File: src/rtl/somador_serial.sv
// Bit-serial adder/subtractor: one full-adder cell and a carry flop iterated
// over WIDTH cycles, with start/busy/done handshake and signed-overflow flag.
module somador_serial #(
    parameter int WIDTH = 4
) (
    input  logic             clk,
    input  logic             rst_n,
    input  logic             start,
    input  logic             sub,
    input  logic [WIDTH-1:0] a,
    input  logic [WIDTH-1:0] b,
    output logic             busy,
    output logic             done,
    output logic [WIDTH-1:0] s,
    output logic             co,
    output logic             ovf
);

    localparam int CW = (WIDTH > 2) ? $clog2(WIDTH) : 1;
    localparam logic [CW-1:0] LAST   = CW'(WIDTH - 1);
    localparam logic [CW-1:0] PENULT = CW'(WIDTH - 2);

    typedef enum logic [1:0] {IDLE, SHIFT, DONE} state_t;

    state_t           state_q, state_d;
    logic [WIDTH-1:0] opa_q, opa_d;
    logic [WIDTH-1:0] opb_q, opb_d;
    logic [WIDTH-1:0] res_q, res_d;
    logic [CW-1:0]    count_q, count_d;
    logic             carry_q, carry_d;
    logic             c_msb_q, c_msb_d;
    logic [WIDTH-1:0] s_q, s_d;
    logic             co_q, co_d;
    logic             ovf_q, ovf_d;

    logic             sum_bit;
    logic             carry_nxt;
    logic             accept;

    function automatic logic maj(input logic x, input logic y, input logic z);
        return (x & y) | (x & z) | (y & z);
    endfunction

    assign accept    = start && (state_q != SHIFT);
    assign sum_bit   = opa_q[0] ^ opb_q[0] ^ carry_q;
    assign carry_nxt = maj(opa_q[0], opb_q[0], carry_q);

    // State register
    always_ff @(posedge clk or negedge rst_n) begin
        if (!rst_n) state_q <= IDLE;
        else        state_q <= state_d;
    end

    // Next-state logic
    always_comb begin
        state_d = state_q;
        case (state_q)
            IDLE:    state_d = start ? SHIFT : IDLE;
            SHIFT:   state_d = (count_q == LAST) ? DONE : SHIFT;
            DONE:    state_d = start ? SHIFT : IDLE;
            default: state_d = IDLE;
        endcase
    end

    // Output logic
    always_comb begin
        busy = (state_q == SHIFT);
        done = (state_q == DONE);
    end

    // Datapath: load on accept, one bit per SHIFT cycle, publish on the last bit
    always_comb begin
        opa_d   = opa_q;
        opb_d   = opb_q;
        res_d   = res_q;
        count_d = count_q;
        carry_d = carry_q;
        c_msb_d = c_msb_q;
        s_d     = s_q;
        co_d    = co_q;
        ovf_d   = ovf_q;
        if (accept) begin
            opa_d   = a;
            opb_d   = sub ? ~b : b;
            carry_d = sub;
            count_d = '0;
        end else if (state_q == SHIFT) begin
            res_d   = {sum_bit, res_q[WIDTH-1:1]};
            carry_d = carry_nxt;
            opa_d   = {1'b0, opa_q[WIDTH-1:1]};
            opb_d   = {1'b0, opb_q[WIDTH-1:1]};
            count_d = count_q + 1'b1;
            if (count_q == PENULT) c_msb_d = carry_nxt;
            if (count_q == LAST) begin
                s_d   = {sum_bit, res_q[WIDTH-1:1]};
                co_d  = carry_nxt;
                ovf_d = carry_nxt ^ c_msb_q;
            end
        end
    end

    always_ff @(posedge clk or negedge rst_n) begin
        if (!rst_n) begin
            opa_q   <= '0;
            opb_q   <= '0;
            res_q   <= '0;
            count_q <= '0;
            carry_q <= 1'b0;
            c_msb_q <= 1'b0;
            s_q     <= '0;
            co_q    <= 1'b0;
            ovf_q   <= 1'b0;
        end else begin
            opa_q   <= opa_d;
            opb_q   <= opb_d;
            res_q   <= res_d;
            count_q <= count_d;
            carry_q <= carry_d;
            c_msb_q <= c_msb_d;
            s_q     <= s_d;
            co_q    <= co_d;
            ovf_q   <= ovf_d;
        end
    end

    assign s   = s_q;
    assign co  = co_q;
    assign ovf = ovf_q;

endmodule
File: config.mk
export PLATFORM = sky130hd
export DESIGN_NAME = somador_serial
export DESIGN_NICKNAME = d
export VERILOG_FILES = /design/src/rtl/somador_serial.sv
export SDC_FILE = /design/constraint.sdc
export NUM_CORES = 1
export LEC_CHECK = 0
export ABC_AREA = 1
export CAP_MARGIN = 20
export CELL_PAD_IN_SITES_DETAIL_PLACEMENT = 2
export CELL_PAD_IN_SITES_GLOBAL_PLACEMENT = 2
export CORE_UTILIZATION = 30
export DETAILED_ROUTE_END_ITERATION = 16
export GPL_TIMING_DRIVEN = 0
export PLACE_DENSITY = 0.86
export SLEW_MARGIN = 20
export SYNTH_ARGS = -nofsm -noshare
export SYNTH_HDL_FRONTEND = slang
export SYNTH_SLANG_ARGS = --single-unit
File: constraint.sdc
create_clock -name clk -period 1.9 [get_ports clk]
set_clock_uncertainty 0.15 [all_clocks]
set_input_delay 0.38 -clock clk [delete_from_list [all_inputs] [get_ports clk]]
set_output_delay 0.38 -clock clk [all_outputs]
set_load 0.02 [all_outputs]
==> summary.txt, run 1 <==
Place WS - -0.0628 ns
flops & latches, synth - 23
power per cell area - 1480 nW/um^2
yosys warns - 0
placed cell count - 185
syn_area_per_cell - 9.08 um^2
Worst Path Max Fanout - 2
routability cong. - 0.717
GR Overflow Total - 0
min-delay src - opa_q[3]
CP arrival - 1.30 ns
Worst setup SP type - flop
post-route ant nets - 0
Final Hold Fails - 0
Worst Setup End Kind - primary output
Max Slew Vio Count - 0
RR Startpoint - opa_q[0]
port bufs - 19
starting density of the core - 0.319
cell taking the most area after synthesis - dfrtp_1
fmax - 548 MHz
Final nets - 161
antenna violations before repair - 0
Post-DP HPWL - 1.95 mm
PnR worst setup slack - 0.0735 ns
vias in the first global route - 928
Skew-Pair Late Insertion Delay - 0.32 ns
Via Count - 893
reg2reg setup slack - 0.45 ns
share of cells above drive strength 1 - 0.131
Detailed Route WL - 2.49 mm
Die ar. - 3880 um^2
syn_nets - 135
critical path's slowest cell - clkdlybuf4s50_1
worst path bufs/invs - 1
drt wl/cell - 13.0 um
MaxCap Viol Count - 0
Layout Area Growth over Synthesis - 26.4%
CTS root buf - clkbuf_4
register area share after synthesis - 0.528
Synth area leaders - dfrtp_1, nand2_1, nand3_1, inv_1, o21ai_2
I/O pin count - 20
VDD IR max - 397 uV
Yosys top cell area share - 0.528
Min-Delay Path Class - reg2reg
Worst Setup Path Type - reg2out
Max-Slew Margin vs Limit - 0.649
Die Width - 62.3 um
first-pass GRT wire length - 4.45 mm
CP max stage delay - 0.60 ns
CP top delay family - buffers and inverters
Cells after Synth - 120
outcome - completed
core area - 3420 um^2
area of the multi-input gates - 442 um^2
drt pass-1 iters - 4
H-tree Lvls - 1
diode count - 0
Worst EP required - 1.37 ns
Tot GR Track Use - 0.148
Final Critical Period - 1.83 ns
Residual DRC - 0
Iter 0 DRT Violations - 13
static leakage - 0.691 nW
CTS Buf Count - 3
Yosys cell types - 20
die height - 62.3 um
num rows - 21
filler cell count - 391
Worst Reg-to-Reg Cells - 4
# setup viols final - 0
critical path depth in cells - 1
FF-to-FF End - ovf
worst path cell trace - clkdlybuf4s50_1
deepest clock path buffer count - 2
Setup crit end - s[3]
Clock Sink Count - 23
CTS tree - built
worst slew pin tran - 0.527 ns
Clock transition at path regs - 0.13 ns
Tcrit/Tclk final - 0.961
FF/Latch Area - 578 um^2
largest net degree at the start of global routing - 24
RSZ-0062 raised after global routing - no
cell area after synthesis - 1090 um^2
CP startpoint - s[3]
fin cells - 191
post-DR vias/cell - 4.68
## cells in the mapped netlist
cell      instances
inv_2             1
clkinv_1          1
dfrtp_1          23
o21ai_0           5
nand2_2           1
nor2_8            1
inv_1            12
o21ai_1           1
buf_6             1
xor2_1            2
nand2_8           1
clkinv_4          1
nand3_1          15
nor2_1            1
o22ai_1           2
nand2_1          45
a21oi_4           1
fa_1              1
o21ai_2           3
ha_1              2
## worst min path at each step
stage                to  slack, ns  depth (start not counted)
6_report       opa_q[3]       0.35                          2
4_1_cts        opa_q[3]       0.35                          2
3_3_place_gp       s[0]       0.31                          2
5_1_grt            s[0]       0.37                          2
2_1_floorplan   c_msb_q      -0.07                          0
3_5_place_dp   opa_q[3]       0.32                          2
## what timing repair did
| action | 4_1_cts | 5_1_grt |
|---|---|---|
| buffers inserted | 0 | 1 |
| hold buffers | 0 | 1 |
| setup endpoints to repair | 2 | 3 |
| endpoints found under the hold margin | 0 | 23 |
| resized for setup | 7 | 2 |
| pin swaps | 0 | 1 |
## cells in the final DEF (no fill, tap or decap), types with 2 or more instances in the layout
| cell | n |
|---|---|
| clkbuf_4 | 3 |
| clkdlybuf4s50_1 | 15 |
| dfrtp_1 | 21 |
| dfrtp_2 | 2 |
| ha_1 | 2 |
| inv_1 | 12 |
| nand2_1 | 45 |
| nand3_1 | 15 |
| o21ai_0 | 5 |
| o21ai_2 | 3 |
| o22ai_1 | 2 |
| xor2_1 | 2 |
## cells by family (layout without fill, tap and decap cells)
family                     Yosys count  in the layout  synth area share
buffers and inverters               16             41            0.0666
AOI/OAI and AO/OA                   12             12            0.0781
DFF                                 23             23             0.528
and+or+nand+nor                     64             64             0.270
adders and majority gates            3              3            0.0413
xor gates and xnor gates             2              2            0.0161
## layout make-up
type / instances / share of cell area
sequential: 23 / 0.420
timing repair buffer: 21 / 0.146
inverter: 15 / 0.0445
clock buffer: 4 / 0.0191
multi-input combinational: 81 / 0.321
tap: 46 / 0.0418
buffer: 1 / 0.00817
## per-stage QoR
step,hold WS (ns),area [um^2],utilization,TNS (ns),power [mW]
after global routing,0.368,1380,0.403,0,2.24
final,0.350,1380,0.403,0,2.04
after global placement,0.312,1340,0.392,-0.0404,1.77
after floorplan,-0.0656,1090,-,0,1.48
after detailed placement,0.322,1340,0.392,-0.106,1.84
after CTS,0.353,1370,0.400,-0.0105,2.08
## worst register-to-register path, delay by kind of cell (launching register included)
| family | cells | cell delay [ns] |
|---|---|---|
| adder cells (fa/ha/maj) | 1 | 0.49 |
| XOR/XNOR | 1 | 0.19 |
| AND/OR/NAND/NOR | 2 | 0.11 |
| flip-flops | 1 | 0.43 |
## where the power goes
part | leakage [nW] | switching, mW | internal [mW]
clock network | 0.0150 | 0.148 | 0.0822
registers | 0.292 | 0.128 | 0.700
logic | 0.383 | 0.577 | 0.405
## flip-flops by register name (all words and copies together), names as in the netlist
signal and count:
c_msb_q 1, carry_q 1, co 1, count_q 2, opa_q 4, opb_q 4
ovf 1, res_q 3, s 4, state_q 2
## metal layers
| metal | vias up | global-route usage | wire [um] | part of all wire |
|---|---|---|---|---|
| met5 | - | 0 | 0 | 0 |
| met4 | 0 | 0.0843 | 88 | 0.035 |
| met3 | 9 | 0.0239 | 83 | 0.033 |
| met2 | 23 | 0.249 | 1260 | 0.51 |
| met1 | 433 | 0.180 | 1060 | 0.43 |
| li1 | 428 | - | - | - |
Power figures use the tool's default switching activity.
==> inputs of run 2 (changes only) <==
--- a/config.mk
+++ b/config.mk
@@ -9,10 +9,10 @@
 export CAP_MARGIN = 20
 export CELL_PAD_IN_SITES_DETAIL_PLACEMENT = 2
 export CELL_PAD_IN_SITES_GLOBAL_PLACEMENT = 2
-export CORE_UTILIZATION = 30
+export CORE_UTILIZATION = 33
 export DETAILED_ROUTE_END_ITERATION = 16
 export GPL_TIMING_DRIVEN = 0
-export PLACE_DENSITY = 0.86
+export PLACE_DENSITY = 0.92
 export SLEW_MARGIN = 20
 export SYNTH_ARGS = -nofsm -noshare
 export SYNTH_HDL_FRONTEND = slang
==> constraint.sdc (replaced) <==
create_clock -name clk -period 2.24 [get_ports clk]
set_clock_uncertainty 0.15 [all_clocks]
set_input_delay 0.448 -clock clk [delete_from_list [all_inputs] [get_ports clk]]
set_output_delay 0.448 -clock clk [all_outputs]
set_load 0.02 [all_outputs]
==> run 2 against run 1 <==
Compared with the run above: clock-buffer cell count is 1 lower; clock power is 12% lower; total power is 15% lower; critical path type unchanged; largest power group unchanged; highest routed layer unchanged.
==> summary.txt, run 2 (synthesis results as in run 1) <==
power per cell area - 1260 nW/um^2
first-pass GRT wire length - 4.50 mm
deepest clock path buffer count - 2
Max Slew Vio Count - 0
post-DR vias/cell - 4.68
Util after Layout - 0.442
FF/Latch Area - 578 um^2
CTS Buf Count - 3
CTS root buf - clkbuf_4
drt pass-1 iters - 3
Finished Cell Area - 1370 um^2
CP arrival - 1.44 ns
I/O pin count - 20
Iter 0 DRT Violations - 2
Residual DRC - 0
Setup Fix Bufs, Post-CTS - 0
Worst setup SP type - flop
filler cell count - 369
die height - 59.5 um
diode count - 0
setup TNS - 0 ns
static leakage - 0.692 nW
Tot GR Track Use - 0.173
antenna violations before repair - 0
Final nets - 160
Die ar. - 3540 um^2
Worst Path Max Fanout - 10
highest-count cells in the layout ignoring fill and taps - nand2_1, dfrtp_1, clkdlybuf4s50_1
vias in the first global route - 994
Clock Sink Count - 23
Worst Setup End Kind - primary output
Min-Delay Path Class - reg2reg
port bufs - 19
largest net degree at the start of global routing - 24
worst path bufs/invs - 2
Max-Slew Margin vs Limit - 0.635
post-route ant nets - 0
outcome - completed
Tcrit/Tclk final - 0.910
Layout Area Growth over Synthesis - 25.8%
Worst Setup Path Type - reg2out
Cell Area, Placed - 1340 um^2
Detailed Route WL - 2.48 mm
Clock transition at path regs - 0.13 ns
commonest non-fill, non-tap cell in the layout - nand2_1
Final Critical Period - 2.04 ns
Via Count - 880
H-tree Lvls - 1
RSZ-0062 raised after global routing - no
Worst EP required - 1.64 ns
routability cong. - 0.676
drt wl/cell - 13.2 um
num rows - 20
Final Hold Slack - 0.346 ns
core area - 3100 um^2
CP max stage delay - 0.46 ns
GR Overflow Total - 0
Skew-Pair Late Insertion Delay - 0.32 ns
fmax - 491 MHz
VDD IR max - 339 uV
Post-DP HPWL - 1.94 mm
CTS tree - built
worst path cell trace - inv_2 > nor2_8 > dlygate4sd2_1
# setup viols final - 0
Die Width - 59.5 um
Final Hold Fails - 0
MaxCap Viol Count - 0
critical path's slowest cell - dfrtp_2
CP top delay family - flip-flops
starting density of the core - 0.351
area of the multi-input gates - 442 um^2
worst slew pin tran - 0.547 ns
total power - 1.73 mW
share of cells above drive strength 1 - 0.118
-- run 2: worst paths after layout --
path / from / endpoint / slack [ns] / depth (start not counted)
setup / recovery: state_q[0] / busy / 0.20 / 3
hold / removal: s[1] / s[1] / 0.35 / 2
setup reg to reg: opa_q[0] / ovf / 0.78 / 4
hold reg to reg: s[1] / s[1] / 0.35 / 2
max in group asynchronous: rst_n / state_q[1] / 1.07 / 2
min in group asynchronous: rst_n / s[0] / 0.48 / 2
-- run 2: metrics by stage --
| step | setup WS [ns] | cells |
|---|---|---|
| global route | 0.140 | 188 |
| CTS | 0.0133 | 187 |
| finish | 0.202 | 188 |
| detailed placement | 0.198 | 183 |
| floorplan | 0.799 | 120 |
| global placement | 0.236 | 183 |
-- run 2: power by group --
part           switching [mW]  internal [mW]  total, mW
Clock                   0.135         0.0670      0.202
Sequential              0.122          0.594      0.716
Combinational           0.485          0.328      0.813
Total                   0.742          0.989       1.73
-- run 2: repair_timing --
item | in CTS | in global routing
gates resized for setup | 3 | 1
hold endpoints to repair | 0 | 23
setup endpoints to repair | 2 | 1
hold buffers | 0 | 1
-- run 2: layer usage --
layer  up-vias  routed length (um)  track usage
met5         -                   0            0
met4         0                  36       0.0612
met1       430                1060        0.210
met3         4                  72       0.0262
met2        20                1310        0.308
li1        426                   -            -
-- run 2: area by class of cell --
class	instances	area share
Clock buffer	3	0.0164
Inverter	15	0.0447
Buffer	1	0.00821
Sequential cell	23	0.422
Multi-Input combinational cell	81	0.322
Tap cell	44	0.0401
Clock inverter	1	0.00365
Timing Repair Buffer	20	0.143
-- run 2: worst min-delay path: stages (launching register included) --
cell,delay (ns)
dfrtp_1,0.37
nand2_1,0.06
o21ai_2,0.05
==> patch: new RTL, flow settings as in run 1 <==
Change the parameter `WIDTH` from 4 to 8.
--- a/src/rtl/somador_serial.sv
+++ b/src/rtl/somador_serial.sv
@@ -1,7 +1,7 @@
 // Bit-serial adder/subtractor: one full-adder cell and a carry flop iterated
 // over WIDTH cycles, with start/busy/done handshake and signed-overflow flag.
 module somador_serial #(
-    parameter int WIDTH = 4
+    parameter int WIDTH = 8
 ) (
     input  logic             clk,
     input  logic             rst_n,
Ports: changed (resized a, b and s); port bits go from 20 to 32. No check against the original RTL was run, so the function may have changed too.
==> patch against run 1 <==
  * Non-clock buffer count up 24
  * Setup slack lost 0.0060 ns
  * Power rose by 73%
  * Final area is 74% higher
  * Critical path depth grew 4
  * Global-route usage up 2.0 points
  * Sequential cell count increased by 17
  * Routed wire length increased by 92%
  * Die area up 68%
  * Highest routed layer unchanged
  * Register-to-register slack got worse by 0.12 ns
  * Largest power group unchanged
  * Utilization barely moved
  * Area after synthesis grew 70%
==> patch: results (changes against run 1) <==
status: completed
sequential share of the synthesized area: 0.5391 (+0.01095)
FF-to-FF End: s[0]
max incr delay on CP: 0.39 ns (-0.21 ns)
Final Wtd Congestion: 0.6897 (-3.8%)
Synth area leaders: dfrtp_1 (54%), nand2_1 (17%), nand3_1 (9.7%)
Hold Crit Class: in -> reg
first-pass GRT wire length: 8128 microns (+83%)
worst hold slack: 0.3106 ns (-0.03890 ns)
CTS Buf Count: 5 (+2)
htree depth: 2 (+1)
layout cells sized above 1: 0.1298 (-0.001263)
Fillers: 674 (+72%)
later-pin clock latency in the skew report: 0.30 ns (-0.02 ns)
Peak supply drop: 541.8 uV (+36%)
R2R Setup Slk: 0.33 ns (-0.12 ns)
Syn Nets: 243 (+80%)
hold path cells: 3 (+1)
unique cell type count in the Yosys netlist: 22 (+10%)
IO Port Bufs: 30 (+11)
hold endpoint: carry_q
slowest CP cell: dfrtp_1
Reg2Reg Depth: 6 (+2)
gr usage total: 0.1680 (+0.01977)
Routed WL per cell: 14.20 microns (+8.9%)
HPWL after DPL: 3500 microns (+80%)
number of global-route vias before repair: 1684 (+81%)
Rel. slew slack: 0.6587 (+0.01018)
largest net degree at the start of global routing: 31 (+29%)
Worst R2R Start: count_q[1]
patch: cell types whose count changed in the layout (fill, tap and decap cells not counted), moves of 6 or more:
cell	before	now
nand2_1	45	82
nand3_1	15	36
dfrtp_1	21	40
clkdlybuf4s50_1	15	27
inv_1	12	20
clkbuf_8	0	7
buf_4	1	7
patch: stage by stage:
step / cells / setup slack, ns / utilization / area [sq um] / TNS (ns)
3_3_place_gp: 324 / -0.7136 / 0.3779 / 2251 / -30.06
3_5_place_dp: 325 / -0.1987 / 0.3805 / 2266 / -2.247
4_1_cts: 334 / -0.1343 / 0.4002 / 2384 / -0.1343
5_1_grt: 337 / -0.005360 / 0.4036 / 2404 / -0.005360
6_report: 337 / 0.06755 / 0.4036 / 2404 / 0
2_1_floorplan: 219 / 0.5045 / - / 1857 / 0
patch: cell type report:
class	instances	area (sq um)	area share
buffer	10	65.06	0.02707
clock buffer	7	96.34	0.04008
inverter	22	82.58	0.03436
multi-input combinational	147	713.2	0.2967
sequential	40	1001	0.4164
tap	75	93.84	0.03904
timing repair buffer	36	351.6	0.1463
patch: kinds of logic after synthesis:
logic type | Yosys count | synth area share
and+or+nand+nor | 122 | 0.2749
DFF | 40 | 0.5391
buffers and inverters | 32 | 0.07682
AOI/OAI and AO/OA | 19 | 0.06873
adders and majority gates | 4 | 0.03100
xor gates and xnor gates | 2 | 0.009436
patch: what timing repair did:
action | CTS | global route
hold endpoints to repair | 10 | 0
setup endpoints to repair | 2 | 4
hold buffers | 1 | 0
resized for setup | 5 | 3
pin swaps | 0 | 1
setup buffers | 1 | 3
patch: worst reg2reg max path: cells and delay by family, from the launching register on:
| kind | cells | cell delay [ns] |
|---|---|---|
| simple gates | 3 | 0.32 |
| fa+ha+maj | 2 | 0.41 |
| flops | 1 | 0.41 |
| buf+inv | 1 | 0.23 |
patch: power breakdown:
| part | internal (mW) | leakage [nW] | total (mW) | switching (mW) |
|---|---|---|---|---|
| clock | 0.324 | 0.0503 | 0.617 | 0.294 |
| sequential | 1.20 | 0.514 | 1.40 | 0.201 |
| combinational | 0.637 | 0.657 | 1.52 | 0.883 |
| total | 2.16 | 1.22 | 3.53 | 1.38 |
patch: worst max path at each step:
stage                     startpoint        to
final                     state_q[0]      busy
after global routing      state_q[0]      done
after CTS                 state_q[1]      busy
after detailed placement       start  opb_q[5]
after global placement         rst_n  opa_q[4]
after floorplan           count_q[1]        co
patch: routing by layer:
metal | routed length [microns] | part of all wire | vias to the layer above | track usage
li1 | - | - | 779 | -
met1 | 2119 | 0.44 | 786 | 0.1887
met3 | 133 | 0.028 | 8 | 0.04091
met5 | 0 | 0 | - | 0
met2 | 2461 | 0.51 | 29 | 0.3051
met4 | 72 | 0.015 | 0 | 0.05893
